===== config.mk =====
export PLATFORM = sky130hd
export DESIGN_NAME = ap_data_cache_ctrl
export DESIGN_NICKNAME = d
export VERILOG_FILES = /design/src/rtl/ap_mem_pkg.sv /design/src/rtl/ap_line_ram.sv /design/src/rtl/ap_data_cache_ctrl.sv
export SDC_FILE = /design/constraint.sdc
export NUM_CORES = 1
export LEC_CHECK = 0
export BUFFER_PORTS_ARGS = -buffer_cell sky130_fd_sc_hd__buf_4
export CAP_MARGIN = 10
export CORE_MARGIN = 2
export CORE_UTILIZATION = 30
export DETAILED_ROUTE_END_ITERATION = 10
export GPL_TIMING_DRIVEN = 0
export MAX_ROUTING_LAYER = met4
export PLACE_DENSITY = 0.42
export RECOVER_POWER = 50
export SYNTH_ARGS = -nofsm -noshare
export SYNTH_HDL_FRONTEND = slang
export SYNTH_SLANG_ARGS = --single-unit

===== constraint.sdc =====
create_clock -name mem_clk -period 3.7 [get_ports mem_clk]
set_input_delay 0.37 -clock mem_clk [delete_from_list [all_inputs] [get_ports mem_clk]]
set_output_delay 0.37 -clock mem_clk [all_outputs]
set_load 0.05 [all_outputs]

===== src/rtl/ap_mem_pkg.sv =====
// Shared constants, state encoding and helpers for the AP data cache slice.
// The line geometry and DDR window placement are fixed here for every user.
package ap_mem_pkg;

    localparam int DATA_WIDTH       = 16;
    localparam int DATA_CACHE_DEPTH = 16;
    localparam int DDR_ADDR_WIDTH   = 28;
    localparam logic [DDR_ADDR_WIDTH-1:0] DDR_DATA_BASE = 28'h0008000;
    localparam int DDR_ADDR_STRIDE  = 8;

    function automatic int lineIdxWidth(input int depth);
        return $clog2(depth);
    endfunction

    localparam int LINE_IDX_W = lineIdxWidth(DATA_CACHE_DEPTH);
    // One extra bit so the beat counter can sit at DEPTH during padding beats
    localparam int BEAT_CNT_W = LINE_IDX_W + 1;

    typedef enum logic [1:0] {
        ST_IDLE = 2'd0,
        ST_WB   = 2'd1,
        ST_FILL = 2'd2,
        ST_RESP = 2'd3
    } cache_state_t;

endpackage


===== src/rtl/ap_line_ram.sv =====
// One cache line of storage: a synchronous write port and a registered read
// port whose output register can be cleared to zero.
module ap_line_ram
    import ap_mem_pkg::*;
(
    input  logic                  clk,
    input  logic                  rst,
    input  logic                  i_we,
    input  logic [LINE_IDX_W-1:0] i_waddr,
    input  logic [DATA_WIDTH-1:0] i_wdata,
    input  logic                  i_re,
    input  logic                  i_rclr,
    input  logic [LINE_IDX_W-1:0] i_raddr,
    output logic [DATA_WIDTH-1:0] o_rdata
);

    logic [DATA_WIDTH-1:0] r_mem [DATA_CACHE_DEPTH];
    logic [DATA_WIDTH-1:0] r_rdata;

    // Storage itself is deliberately left out of reset
    always_ff @(posedge clk) begin
        if (i_we) begin
            r_mem[i_waddr] <= i_wdata;
        end
    end

    always_ff @(posedge clk or posedge rst) begin
        if (rst) begin
            r_rdata <= '0;
        end else if (i_rclr) begin
            r_rdata <= '0;
        end else if (i_re) begin
            r_rdata <= r_mem[i_raddr];
        end
    end

    assign o_rdata = r_rdata;

endmodule


===== src/rtl/ap_data_cache_ctrl.sv =====
// Single-line write-back data cache between the AP load/store port and the
// DDR DATA channel: one-cycle hits, dirty write-back then refill on a miss.
module ap_data_cache_ctrl
    import ap_mem_pkg::*;
#(
    parameter int AP_ADDR_WIDTH = 16
) (
    input  logic                      mem_clk,
    input  logic                      rst,
    input  logic                      ddr_rdy,
    input  logic                      core_req,
    input  logic                      core_we,
    input  logic [AP_ADDR_WIDTH-1:0]  core_addr,
    input  logic [DATA_WIDTH-1:0]     core_wdata,
    output logic                      core_ack,
    output logic [DATA_WIDTH-1:0]     core_rdata,
    output logic                      DATA_read_req,
    output logic [DDR_ADDR_WIDTH-1:0] DATA_read_addr,
    input  logic [DATA_WIDTH-1:0]     DATA_to_cache,
    input  logic                      rd_burst_data_valid,
    input  logic                      rd_burst_finish,
    output logic                      DATA_store_req,
    output logic [DDR_ADDR_WIDTH-1:0] DATA_write_addr,
    output logic [DATA_WIDTH-1:0]     DATA_to_ddr,
    input  logic                      wr_burst_data_req,
    input  logic                      wr_burst_finish,
    output logic                      busy
);

    localparam int TAG_W = AP_ADDR_WIDTH - LINE_IDX_W;
    localparam logic [BEAT_CNT_W-1:0] LINE_BEATS = BEAT_CNT_W'(DATA_CACHE_DEPTH);

    function automatic logic [DDR_ADDR_WIDTH-1:0] lineAddr(input logic [TAG_W-1:0] tag);
        logic [DDR_ADDR_WIDTH-1:0] wordBase;
        wordBase = DDR_ADDR_WIDTH'({tag, {LINE_IDX_W{1'b0}}});
        return DDR_DATA_BASE + wordBase * DDR_ADDR_WIDTH'(DDR_ADDR_STRIDE);
    endfunction

    cache_state_t r_state;
    cache_state_t w_stateNext;

    logic                      r_valid;
    logic                      r_dirty;
    logic                      r_ack;
    logic [TAG_W-1:0]          r_tag;
    logic [BEAT_CNT_W-1:0]     r_cnt;
    logic                      r_pendWe;
    logic [AP_ADDR_WIDTH-1:0]  r_pendAddr;
    logic [DATA_WIDTH-1:0]     r_pendWdata;
    logic [DDR_ADDR_WIDTH-1:0] r_readAddr;
    logic [DDR_ADDR_WIDTH-1:0] r_writeAddr;

    logic [LINE_IDX_W-1:0]     w_reqOff;
    logic [TAG_W-1:0]          w_reqTag;
    logic [LINE_IDX_W-1:0]     w_pendOff;
    logic [TAG_W-1:0]          w_pendTag;
    logic                      w_hit;
    logic                      w_accept;
    logic                      w_cntInLine;
    logic                      w_hitAccess;
    logic                      w_missDetect;

    logic                      w_ramWe;
    logic [LINE_IDX_W-1:0]     w_ramWaddr;
    logic [DATA_WIDTH-1:0]     w_ramWdata;
    logic                      w_ramRe;
    logic                      w_ramRclr;
    logic [LINE_IDX_W-1:0]     w_ramRaddr;
    logic [DATA_WIDTH-1:0]     w_ramRdata;

    assign w_reqOff    = core_addr[LINE_IDX_W-1:0];
    assign w_reqTag    = core_addr[AP_ADDR_WIDTH-1:LINE_IDX_W];
    assign w_pendOff   = r_pendAddr[LINE_IDX_W-1:0];
    assign w_pendTag   = r_pendAddr[AP_ADDR_WIDTH-1:LINE_IDX_W];
    assign w_hit       = r_valid && (r_tag == w_reqTag);
    // The request is still high during the ack cycle; do not serve it twice
    assign w_accept    = core_req && !r_ack;
    assign w_cntInLine = (r_cnt < LINE_BEATS);

    ap_line_ram u_lineRam (
        .clk     (mem_clk),
        .rst     (rst),
        .i_we    (w_ramWe),
        .i_waddr (w_ramWaddr),
        .i_wdata (w_ramWdata),
        .i_re    (w_ramRe),
        .i_rclr  (w_ramRclr),
        .i_raddr (w_ramRaddr),
        .o_rdata (w_ramRdata)
    );

    always_ff @(posedge mem_clk or posedge rst) begin
        if (rst) begin
            r_state <= ST_IDLE;
        end else begin
            r_state <= w_stateNext;
        end
    end

    always_comb begin
        w_stateNext  = r_state;
        w_hitAccess  = 1'b0;
        w_missDetect = 1'b0;
        w_ramWe      = 1'b0;
        w_ramWaddr   = w_reqOff;
        w_ramWdata   = core_wdata;
        w_ramRe      = 1'b0;
        w_ramRclr    = 1'b0;
        w_ramRaddr   = w_reqOff;
        unique case (r_state)
            ST_IDLE: begin
                if (w_accept && w_hit) begin
                    w_hitAccess = 1'b1;
                    w_ramWe     = core_we;
                    w_ramRe     = !core_we;
                end else if (w_accept && ddr_rdy) begin
                    w_missDetect = 1'b1;
                    w_stateNext  = (r_valid && r_dirty) ? ST_WB : ST_FILL;
                end
            end
            ST_WB: begin
                if (wr_burst_finish) begin
                    w_stateNext = ST_FILL;
                end else if (wr_burst_data_req) begin
                    w_ramRaddr = r_cnt[LINE_IDX_W-1:0];
                    w_ramRe    = w_cntInLine;
                    w_ramRclr  = !w_cntInLine;
                end
            end
            ST_FILL: begin
                w_ramWaddr = r_cnt[LINE_IDX_W-1:0];
                w_ramWdata = DATA_to_cache;
                w_ramWe    = rd_burst_data_valid && w_cntInLine;
                if (rd_burst_finish) begin
                    w_stateNext = ST_RESP;
                end
            end
            ST_RESP: begin
                w_ramWaddr  = w_pendOff;
                w_ramWdata  = r_pendWdata;
                w_ramRaddr  = w_pendOff;
                w_ramWe     = r_pendWe;
                w_ramRe     = !r_pendWe;
                w_stateNext = ST_IDLE;
            end
            default: w_stateNext = ST_IDLE;
        endcase
    end

    // Line metadata, beat counter and the access captured at miss time
    always_ff @(posedge mem_clk or posedge rst) begin
        if (rst) begin
            r_valid     <= 1'b0;
            r_dirty     <= 1'b0;
            r_ack       <= 1'b0;
            r_tag       <= '0;
            r_cnt       <= '0;
            r_pendWe    <= 1'b0;
            r_pendAddr  <= '0;
            r_pendWdata <= '0;
            r_readAddr  <= '0;
            r_writeAddr <= '0;
        end else begin
            r_ack <= w_hitAccess || (r_state == ST_RESP);
            unique case (r_state)
                ST_IDLE: begin
                    if (w_hitAccess && core_we) begin
                        r_dirty <= 1'b1;
                    end
                    if (w_missDetect) begin
                        r_pendWe    <= core_we;
                        r_pendAddr  <= core_addr;
                        r_pendWdata <= core_wdata;
                        r_writeAddr <= lineAddr(r_tag);
                        r_readAddr  <= lineAddr(w_reqTag);
                        r_cnt       <= '0;
                    end
                end
                ST_WB: begin
                    if (wr_burst_finish) begin
                        r_dirty <= 1'b0;
                        r_cnt   <= '0;
                    end else if (wr_burst_data_req && w_cntInLine) begin
                        r_cnt <= r_cnt + 1'b1;
                    end
                end
                ST_FILL: begin
                    if (rd_burst_finish) begin
                        r_tag   <= w_pendTag;
                        r_valid <= 1'b1;
                        r_cnt   <= '0;
                    end else if (rd_burst_data_valid && w_cntInLine) begin
                        r_cnt <= r_cnt + 1'b1;
                    end
                end
                ST_RESP: begin
                    if (r_pendWe) begin
                        r_dirty <= 1'b1;
                    end
                end
                default: ;
            endcase
        end
    end

    assign core_ack        = r_ack;
    assign core_rdata      = w_ramRdata;
    assign DATA_to_ddr     = w_ramRdata;
    assign DATA_read_req   = (r_state == ST_FILL);
    assign DATA_store_req  = (r_state == ST_WB);
    assign DATA_read_addr  = r_readAddr;
    assign DATA_write_addr = r_writeAddr;
    assign busy            = (r_state != ST_IDLE);

endmodule


* Word-level counts from Yosys, hierarchy flattened *
Memories as Yosys holds them, arrays and structs flattened.
Index checks and enable logic that the tools add are counted.

word-level totals
  register bits = 127
  bits in writable memories = 256
  bits of input ports = 57
  output and inout port bits = 92
  memories kept = 1

memory list
  memory           words  width  read ports  clocked after Yosys merged registers in  wr ports  line               source
  u_lineRam.r_mem  16     16     1           0                                        1         ap_line_ram.sv:17  logic [DATA_WIDTH-1:0] r_mem [DATA_CACHE_DEPTH];

cells by class
  add/subtract/negate cells = 3
  $lt $le $gt $ge = 1
  eq/ne operators = 13
  muxes and demuxes = 39
  reduce and logical (&&, ||, !) cells = 23

operators by type and width
  operator                  number
  $add A16 B19 Y20 const A  2
  $mux W16                  2
  $pmux W16 S2              1
  $mux W5                   5
  $mux W1                   17
  $pmux W4 S2               2
  $pmux W5 S3               1
  $eq A12 B12 Y1            1
  $reduce_and A4 Y1         3
  $mux W2                   5
  $ne A2 B2 Y1 const B      5
  $pmux W1 S3               3
  $logic_and A1 B1 Y1       8
  $mux W4                   2
  $pmux W2 S4               1
  $ne A3 B1 Y1 const B      2
  $reduce_bool A3 Y1        2
  $add A5 B1 Y5 const B     1
  $lt A5 B5 Y1 const B      1
  $eq A2 B2 Y1 const B      2
  $logic_not A1 Y1          4
  $ne A2 B1 Y1 const B      2
  $reduce_and A2 Y1         2
  $reduce_bool A2 Y1        2
  3 further kinds           3

* Logic depth before layout (Yosys ltp) *
Gate-level depths: netlist (run 1).

  depth after elaboration = 8
  mapped depth = 12
  mapped depth without buffers = 9

* By module *
Synthesis (run 1) repeated with hierarchy kept, for this count alone.

second synthesis, totals
  cells, all modules = 996
  area total of the unflattened synthesis = 15051.9 um^2

by module, submodules not included
  module              times used  cells each  area an instance (um^2)
  ap_line_ram         1           607         10630.2
  ap_data_cache_ctrl  1           389         4421.7

* Worst setup path before layout (run 1) *
Ideal clock, no wire load.

  path kind = register to register
  from = register r_state[0]
  to = memory u_lineRam.r_mem[10][0] (enable)
  library setup time = 0.388 ns
  arrival time = 2.905 ns
  required time = 3.312 ns
  slack = 0.406 ns
  stages on the path, launching flop included = 7
  buffers on the path = 0
  cells stage by stage = dfrtp_1 > inv_1 > ha_1 > nor2_1 > a221o_1 > or4_1 > nor2_1

on the way
  longest elaborated chain between the ends = 4
  elaborated cells between the ends (all ways) = 7
  classes of those cells = eq/ne (2); mux (4); reduce/logical (1)

RTL lines
  element                        line                       source
  from (decl)                    ap_data_cache_ctrl.sv:39   cache_state_t r_state;
  from (signal assigned)         ap_data_cache_ctrl.sv:96   r_state <= w_stateNext;
  $eq A2 B2 Y1 (*)               -
  named net DATA_read_req        ap_data_cache_ctrl.sv:17   output logic DATA_read_req,
  $pmux W1 S3                    ap_data_cache_ctrl.sv:110  unique case (r_state)
  $mux W1                        ap_line_ram.sv:22          if (i_we) begin
  $mux W1 (implied by the code)  ap_line_ram.sv:23          r_mem[i_waddr] <= i_wdata;
  to (decl)                      ap_line_ram.sv:17

Mark *: on every way through the listed nets, which the timed path passes. The rest lies on a longest branch.

* Worst setup path after layout (run 1) *
  from = register r_tag[8]
  to = memory u_lineRam.r_mem[3][6] (enable)

on the way
  longest elaborated chain between the ends = 7

RTL lines
  element                        line                       source
  from (decl)                    ap_data_cache_ctrl.sv:45   logic [TAG_W-1:0] r_tag;
  from (signal assigned)         ap_data_cache_ctrl.sv:189  r_tag <= w_pendTag;
  $eq A12 B12 Y1                 ap_data_cache_ctrl.sv:75   assign w_hit = r_valid && (r_tag == w_reqTag);
  $logic_and A1 B1 Y1            ap_data_cache_ctrl.sv:75
  $logic_and A1 B1 Y1            ap_data_cache_ctrl.sv:112  if (w_accept && w_hit) begin
  $mux W1                        ap_data_cache_ctrl.sv:112
  $pmux W1 S3                    ap_data_cache_ctrl.sv:110
  $mux W1                        ap_line_ram.sv:22
  $mux W1 (implied by the code)  ap_line_ram.sv:23

Every way passes these cells.

==> qor.csv, run 1 <==
metric;value;unit
status;complete, but fails checks;
failing checks;max-capacitance violations, max-slew violations;
fmax;284;MHz
Residual DRC;0;
first-pass GRT wire length;58700;um
ys async rst share;25.8;%
Arr. time, crit path;3.75;ns
mapped cell area;14500;um2
setup TNS;0;ns
endpoints failing hold;0;
setup slack at placement;-0.153;ns
crit path time final;3.52;ns
met3 Use GR;2.72;%
worst hold margin;0.0523;ns
Detailed Place HPWL;27200;um
Top Ports;149;
Layout Cells excl Fill;1797;
max-slew violations;92;
Critical Path End Type;register;
Layout Skew;0.0127;ns
Die Ht;224;um
largest net degree at the start of global routing;59;
delay-heaviest family, CP;simple AND/OR/NAND/NOR gates;
post-route cell area;17700;um2
syn avg cell area;15.4;um2
n_diodes;0;
Buf/Inv on CP;1;
Post-CTS Setup Inserts;0;
Switching Fraction;38.8;%
Max VDD drop;0.470;mV
P&R area growth vs syn;21.7;%
Total Routing Usage GR;16.3;%
R2R Path Start;r_tag[8];
unrepaired setup endpoints after global routing;no;
Detailed Route WL;39100;um
Die W;224;um
busiest layer in global routing;met2;
met1 usage;21.2;%
CTS root buf;clkbuf_16;
synthesized flop and latch total;345;
cell-internal power;9590;uW
clk_lat worst skew;0.56;ns
Worst Slack Setup Final;0.183;ns
hold wc startpoint;core_wdata[0];
Hold Crit Depth;2;
num rows;80;
maxcap violations;2;
die area;50300;um2
number of enable flip-flop cells after synthesis;256;
CP max-delay cell;or4_1;
Worst path max stage delay;0.56;ns
Main synth FF type;edfxtp_1;
layout cells sized above 1;35.0;%
Layout Nets;1218;
core area;47800;um2
crit path cell chain;xor2_1 -> nor4_1 -> nand4_1 -> nor3_1 -> a222oi_1 -> or4_1 -> nor2_1 -> clkbuf_4;
WL/cell;21.8;um
critical path class;register to register;
CTS Buffer Depth;3;
Setup Viol. Count Final;0;
antenna-violating nets left;0;
Post-Synthesis Cells;944;
leak pwr;0.00655;uW
Port Buffer Count;118;
Reg power frac;36.9;%
Power Dens Cells;885;nW/um2
period utilization;95.0;%
most common cell after layout, fill and taps aside;edfxtp_1;
Worst-Margin Slew;1.77;ns
CTS Buf Count;41;
clk slew on worst S/H paths;0.06;ns
worst r2r dst;u_lineRam.r_mem[3][6];
clk sink count;345;
register area share after synthesis;68.1;%
Slew HR;-18.5;%
htree depth;2;
initial DRC count;437;
GR Overflow Total;0;
initial core utilization;30.4;%
initial antenna violation count;0;
First-pass DRT Iterations;5;
grt met2 use;26.5;%
most frequent cells in the layout;edfxtp_1, mux2_2, buf_4, clkbuf_1, dfrtp_1;
via/cell ratio;4.77;
WP data required;3.93;ns
Clk network pwr share;25.0;%
Cell Area, Placed;16600;um2
count of cell types in the netlist;46;
reg2reg setup slack;0.18;ns
synth warn;0;
Via Count;8563;
TritonCTS clock tree;done;
vias in the first global route;8979;
R2R cell count;8;
worst min path class;input pin to register;
Switching Power;6080;uW
placed cells;1723;
crit path max fanout;14;
combinational share of power;38.1;%
Startpoint Class;register;
routability congestion estimate;0.742;
WHS Endpoint;r_pendWdata[0];
-- Yosys cell counts, drive strengths merged, types with 4 or more instances --
library cell / instances / area [um2]
edfxtp: 256 / 7690
mux2: 182 / 2050
dfrtp: 89 / 2230
buf: 81 / 558
o22ai: 64 / 400
nand2: 55 / 206
nor3: 33 / 165
nor2: 21 / 78.8
clkbuf: 19 / 71.3
a211o: 17 / 149
a22oi: 16 / 120
o21ai: 13 / 65.1
xor2: 10 / 87.6
ha: 9 / 113
inv: 8 / 30.0
nand3: 8 / 40.0
a221o: 6 / 60.1
a221oi: 6 / 52.6
xnor2: 6 / 52.6
a21oi: 5 / 28.8
and2: 5 / 31.3
nand2b: 5 / 31.3
or4: 4 / 30.0
-- how the worst max path moves through the flow --
stage,startpoint,to,slack (ns),cells past startpoint
global placement,r_state[0],u_lineRam.r_mem[9][8],-0.89,6
detailed placement,r_state[0],u_lineRam.r_mem[9][8],-0.15,7
CTS,r_tag[8],u_lineRam.r_mem[5][6],0.09,8
finish,r_tag[8],u_lineRam.r_mem[3][6],0.18,8
global route,r_tag[8],u_lineRam.r_mem[3][6],0.01,8
floorplan,r_state[0],u_lineRam.r_mem[10][0],0.41,6
-- registers in the layout (all words and copies together) (netlist names), 2 cells and up --
register           count
u_lineRam.r_mem      256
r_pendAddr            16
r_pendWdata           16
u_lineRam.o_rdata     16
DATA_write_addr       13
r_tag                 12
DATA_read_addr         5
r_cnt                  5
r_state                2
-- kinds of logic after synthesis --
logic type                 synth area share (%)
muxes                                      14.2
AOI/OAI and AO/OA                          6.83
xor gates and xnor gates                  0.963
DFF                                        68.1
buffers and inverters                      4.53
adders and majority gates                 0.774
other                                    0.0258
and+or+nand+nor                            4.58
-- what timing repair did --
item | 4_1_cts | 5_1_grt
gates resized for setup | 4 | 9
setup endpoints to repair | 73 | 63
hold buffers | 1 | 0
hold endpoints to repair | 31 | 0
-- metrics by stage --
stage,total power [uW],utilization (%)
after global routing,16600,37.0
after CTS,16200,37.6
after detailed placement,12200,34.8
after global placement,12100,34.1
final,15700,37.0
after floorplan,10000,-
-- metal layers --
layer | wire (um) | share of wire, %
met5 | 0 | 0
met4 | 691 | 1.8
met3 | 1560 | 4.0
met2 | 19100 | 49
met1 | 17800 | 45
-- power by group through the flow --
stage | logic [uW] | clock network (uW) | registers (uW)
6_report | 5970 | 3920 | 5790
5_1_grt | 6480 | 4210 | 5880
4_1_cts | 6380 | 4030 | 5810
3_5_place_dp | 6350 | 0 | 5880
3_3_place_gp | 6230 | 0 | 5860
2_1_floorplan | 3650 | 0 | 6340
-- area by class of cell --
class,count,area [um2]
tap,615,769
multi-input combinational,520,4150
buffer,100,627
fill,4638,30100
clock inverter,14,144
sequential,345,9910
timing repair buffer,136,926
inverter,8,31.3
clock buffer,59,1150
(Power assumes the default switching activity.)
==> run 2, diff against run 1 <==
- ABC_AREA: default -> 1
- CORE_MARGIN: 2 -> default
==> run 2 against run 1 <==
The run still ends with max-capacitance violations, max-slew violations left. Synthesized area is 4.6% higher. Critical path depth stayed put. Global-route usage is 3.1 points higher. Combinational power is 35% higher. Register-to-register slack better by 0.23 ns. Non-clock buffer count is 43 higher. Critical endpoint is now u_lineRam.r_mem[9][12].
==> qor.csv, run 2 <==
metric;value;unit
Pwr Total;17800;uW
reg2reg setup slack;0.41;ns
crit path cell chain;inv_1 -> ha_1 -> nor2_1 -> clkbuf_1 -> clkbuf_1 -> a22oi_1 -> o21ai_2 -> dlymetal6s4s_1;
Startpoint Class;register;
TritonCTS clock tree;done;
maxcap violations;4;
leak pwr;0.00743;uW
Worst Setup SP;r_state[0];
crit path max fanout;16;
Main synth FF type;edfxtp_1;
hold wc startpoint;core_wdata[5];
R2R Path Start;r_state[0];
core area;50100;um2
post-route cell area;18500;um2
first-pass GRT wire length;70400;um
# resized after CTS;0;
ys async rst share;25.8;%
max reg flops;256;
Arr. time, crit path;3.52;ns
Via Count;11000;
area share of the largest cell type after synthesis;50.5;%
WL/cell;20.1;um
Register Area;9910;um2
num rows;82;
critical path class;register to register;
status;complete, but fails checks;
most common cell after layout, fill and taps aside;nand3_1;
fmax;304;MHz
layout cells sized above 1;15.7;%
Crit path top cell by count;clkbuf_1;
Worst-Margin Slew;1.65;ns
Critical Path End Type;register;
Slew HR;-10.1;%
unrepaired setup endpoints after global routing;no;
mapped cell area;15200;um2
register area share after synthesis;65.1;%
n_diodes;0;
initial core utilization;30.4;%
worst r2r dst;u_lineRam.r_mem[9][12];
largest net degree at the start of global routing;59;
most frequent cells in the layout;nand3_1, nand2_1, edfxtp_1, buf_4, clkbuf_1;
Top reg by flops;u_lineRam.r_mem;
syn avg cell area;10.6;um2
crit path time final;3.29;ns
area of the multi-input gates;4300;um2
count leader, synth;nand3_1;
count of cell types in the netlist;35;
Power Dens Cells;962;nW/um2
CP max-delay cell;dlymetal6s4s_1;
vias in the first global route;10900;
Layout Skew;0.0270;ns
die area;51600;um2
antenna-violating nets left;0;
max-slew violations;93;
Port Buffer Count;118;
placed cells;2282;
worst min path class;input pin to register;
endpoints failing hold;0;
Cell Area, Placed;17600;um2
worst hold margin;0.0349;ns
area leader, netlist;edfxtp_1;
initial DRC count;607;
GR Overflow Total;0;
Residual DRC;0;
Die Ht;227;um
CTS root buf;clkbuf_16;
CTS Buf Count;40;
Post-Synthesis Cells;1436;
clk slew on worst S/H paths;0.06;ns
Top Ports;149;
Setup Viol. Count Final;0;
initial antenna violation count;0;
failing checks;max-capacitance violations, max-slew violations;
Max VDD drop;0.396;mV
htree depth;2;
setup slack at placement;0.377;ns
synthesized flop and latch total;345;
Worst path max stage delay;0.81;ns
Detailed Place HPWL;33700;um
WP data required;3.93;ns
Worst Slack Setup Final;0.408;ns
Total Routing Usage GR;19.4;%
clk sink count;345;
routability congestion estimate;0.805;
CP Capture Point;u_lineRam.r_mem[9][12];
clk_lat worst skew;0.57;ns
Fill cells;5111;
Detailed Route WL;47400;um
Layout Cells excl Fill;2355;
R2R cell count;8;
number of enable flip-flop cells after synthesis;256;
Die W;227;um
top cells by count, synth;nand3_1, nand2_1, edfxtp_1;
Post-CTS Setup Inserts;0;
synth warn;0;
Layout Nets;1719;
via/cell ratio;4.66;
period utilization;89.0;%
CTS Buffer Depth;3;
Area contributors post-synth;edfxtp_1, dfrtp_1, nand3_1;
P&R area growth vs syn;21.6;%
First-pass DRT Iterations;5;
## run 2: area by class of cell
cell class,count,area share [%]
plain buffers,133,4.54
repair buffers,146,5.35
clock inverters,10,0.460
well taps,672,4.54
multi-input cells,902,23.2
flip-flops and latches,345,53.6
clock buffers,62,6.59
inverters,85,1.73
## run 2: where the power goes
part	leakage (uW)	switching (uW)	internal, uW
logic	0.00339	6000	2050
registers	0.00341	335	5480
clock network	0.000635	1610	2340
## run 2: per-layer routing
| layer | part of all wire, % | routed length (um) | up-vias | track usage (%) |
|---|---|---|---|---|
| li1 | - | - | 5326 | - |
| met1 | 45 | 21500 | 5335 | 25.0 |
| met2 | 46 | 21800 | 257 | 30.3 |
| met3 | 6.2 | 2960 | 61 | 4.72 |
| met4 | 2.4 | 1150 | 0 | 5.43 |
| met5 | 0 | 0 | - | - |
## run 2: per-stage QoR
step           util [%]  TNS [ns]
3_3_place_gp       34.1   -138.45
3_5_place_dp       35.1         0
6_report           37.0         0
5_1_grt            37.0         0
4_1_cts            37.7         0
2_1_floorplan         -         0
## run 2: critical path: cells and delay by family, from the launching register on
kind	cells	cell delay [ns]
buffers and inverters	4	1.80
AOI/OAI and AO/OA	2	0.24
adders and majority gates	1	0.29
DFF	1	0.45
and+or+nand+nor	1	0.16
## run 2: worst min-delay path by stage
stage                           to  cells after the start  slack (ns)
3_3_place_gp    DATA_read_addr[16]                      2        0.47
2_1_floorplan        r_pendAddr[3]                      2        0.44
5_1_grt             r_pendWdata[5]                      3        0.02
3_5_place_dp   DATA_write_addr[14]                      2        0.43
4_1_cts             r_pendWdata[2]                      3       0.005
6_report            r_pendWdata[5]                      3        0.03
## run 2: logic make-up after synthesis
logic type	Yosys count	share of synthesized area [%]
buf+inv	218	7.68
other cells	1	0.0246
simple gates	744	21.9
compound gates	113	4.13
xor+xnor	5	0.288
mux	1	0.0740
fa+ha+maj	9	0.740
flops	345	65.1
## run 2: what timing repair did
item / 4_1_cts / 5_1_grt
hold endpoints to repair: 31 / 0
setup endpoints to repair: 0 / 0
hold buffers: 1 / 0
==> run 3, diff against run 2 <==
- REMOVE_ABC_BUFFERS: default -> 1
==> run 3 against run 2 <==
Count of clock-buffer cells in the layout down 10. Sequential power about the same. Largest power group unchanged. The run still ends with max-capacitance violations, max-slew violations left. Sequential cell count unchanged. Combinational power down 8.9%. Hold slack worse by 0.0073 ns. Clock power down 5%. Design area down 2.4%. Die area unchanged. Global-route usage down 1.1 points.
==> qor.csv, run 3 (synthesis gave the netlist of run 2 again) <==
metric;value;unit
R2R cell count;9;
endpoints failing hold;0;
initial core utilization;30.4;%
CTS Buffer Depth;3;
crit path time final;3.41;ns
clk_lat worst skew;0.56;ns
Worst Setup SP;r_state[0];
fmax;293;MHz
most common cell after layout, fill and taps aside;nand3_1;
WP data required;3.96;ns
worst r2r dst;u_lineRam.r_mem[3][3];
Max VDD drop;0.413;mV
htree depth;2;
antenna-violating nets left;0;
Die W;227;um
largest net degree at the start of global routing;65;
Arr. time, crit path;3.67;ns
CTS root buf;clkbuf_16;
Util after Layout;36.1;%
most frequent cells in the layout;nand3_1, nand2_1, edfxtp_1, dfrtp_1, clkbuf_1;
TritonCTS clock tree;done;
leak pwr;0.00705;uW
core area;50100;um2
Port Buffer Count;118;
Detailed Route WL;44700;um
Register Area;9910;um2
Die Ht;227;um
CTS Buf Count;40;
num rows;82;
GR Overflow Total;0;
Worst Slack Setup Final;0.293;ns
die area;51600;um2
R2R Path Start;r_state[0];
WL/cell;19.8;um
crit path max fanout;23;
via/cell ratio;4.73;
Top reg by flops;u_lineRam.r_mem;
setup slack at placement;-1.04;ns
Critical Path End Type;register;
Layout Nets;1616;
Fill cells;5166;
n_diodes;0;
unrepaired setup endpoints after global routing;no;
max-slew violations;49;
period utilization;92.1;%
Layout Skew;0.0228;ns
first-pass GRT wire length;67100;um
Top Ports;149;
Residual DRC;0;
routability congestion estimate;0.746;
Via Count;10700;
max reg flops;256;
reg2reg setup slack;0.29;ns
area of the multi-input gates;4360;um2
clk slew on worst S/H paths;0.06;ns
clk sink count;345;
failing checks;max-capacitance violations, max-slew violations;
Detailed Place HPWL;28100;um
Startpoint Class;register;
initial antenna violation count;0;
initial DRC count;649;
Power Dens Cells;934;nW/um2
Worst-Margin Slew;2.39;ns
P&R area growth vs syn;18.6;%
vias in the first global route;10500;
worst min path class;input pin to register;
hold wc startpoint;core_wdata[15];
CP Capture Point;u_lineRam.r_mem[3][3];
Setup Viol. Count Final;0;
maxcap violations;1;
Total Routing Usage GR;18.3;%
First-pass DRT Iterations;5;
critical path class;register to register;
Slew HR;-60.2;%
status;complete, but fails checks;
layout cells sized above 1;11.7;%
-- run 3: through the flow --
step | cells | hold WS [ns] | total power [uW] | TNS, ns | cell area (um2)
finish | 2254 | 0.0275 | 16900 | 0 | 18100
global route | 2254 | 0.0247 | 17900 | 0 | 18100
CTS | 2254 | 0.00183 | 17600 | 0 | 18400
detailed placement | 2167 | 0.464 | 13600 | -27.90 | 17000
global placement | 2122 | 0.462 | 13000 | -664.12 | 16200
floorplan | 1332 | 0.442 | 10400 | -25.81 | 14500
-- run 3: cell type report --
cell class | instances | share of cell area [%]
Clock buffer | 52 | 6.02
Inverter | 85 | 1.82
Timing Repair Buffer | 172 | 7.67
Sequential cell | 345 | 54.9
Clock inverter | 22 | 0.755
Multi-Input combinational cell | 906 | 24.2
Tap cell | 672 | 4.66
-- run 3: layer usage --
layer / wire [um] / vias to the layer above / track usage (%) / share of wire (%)
met5: 0 / - / - / 0
met3: 2720 / 62 / 3.98 / 6.1
met4: 869 / 0 / 4.39 / 1.9
met1: 19400 / 5156 / 23.2 / 43
li1: - / 5147 / - / -
met2: 21700 / 296 / 29.8 / 49
-- run 3: critical path, stage by stage (launching register included) --
cell and delay, ns:
dfrtp_1 0.44, inv_1 0.12, ha_2 0.58, inv_1 0.29, o21ai_0 0.22, a21oi_1 0.10, inv_1 0.11, nand4_1 0.26
nor2_2 0.74, buf_8 0.24
-- run 3: worst min-delay path by stage --
stage / to / slack [ns] / cells past startpoint
floorplan: r_pendAddr[3] / 0.44 / 2
global placement: DATA_write_addr[8] / 0.46 / 2
detailed placement: DATA_read_addr[16] / 0.46 / 2
CTS: r_pendWdata[15] / 0.002 / 3
global route: r_pendAddr[2] / 0.02 / 3
finish: r_pendWdata[15] / 0.03 / 3
-- run 3: timing repair --
item | 4_1_cts | 5_1_grt
endpoints found under the setup margin | 173 | 0
resized for setup | 3 | 0
setup buffers | 1 | 0
hold buffers | 8 | 0
hold endpoints to repair | 54 | 0
-- run 3: power by group --
| group | switching [uW] | internal [uW] | leakage (uW) |
|---|---|---|---|
| sequential | 321 | 5470 | 0.00341 |
| combinational | 5550 | 1780 | 0.00304 |
| clock | 1600 | 2140 | 0.000599 |
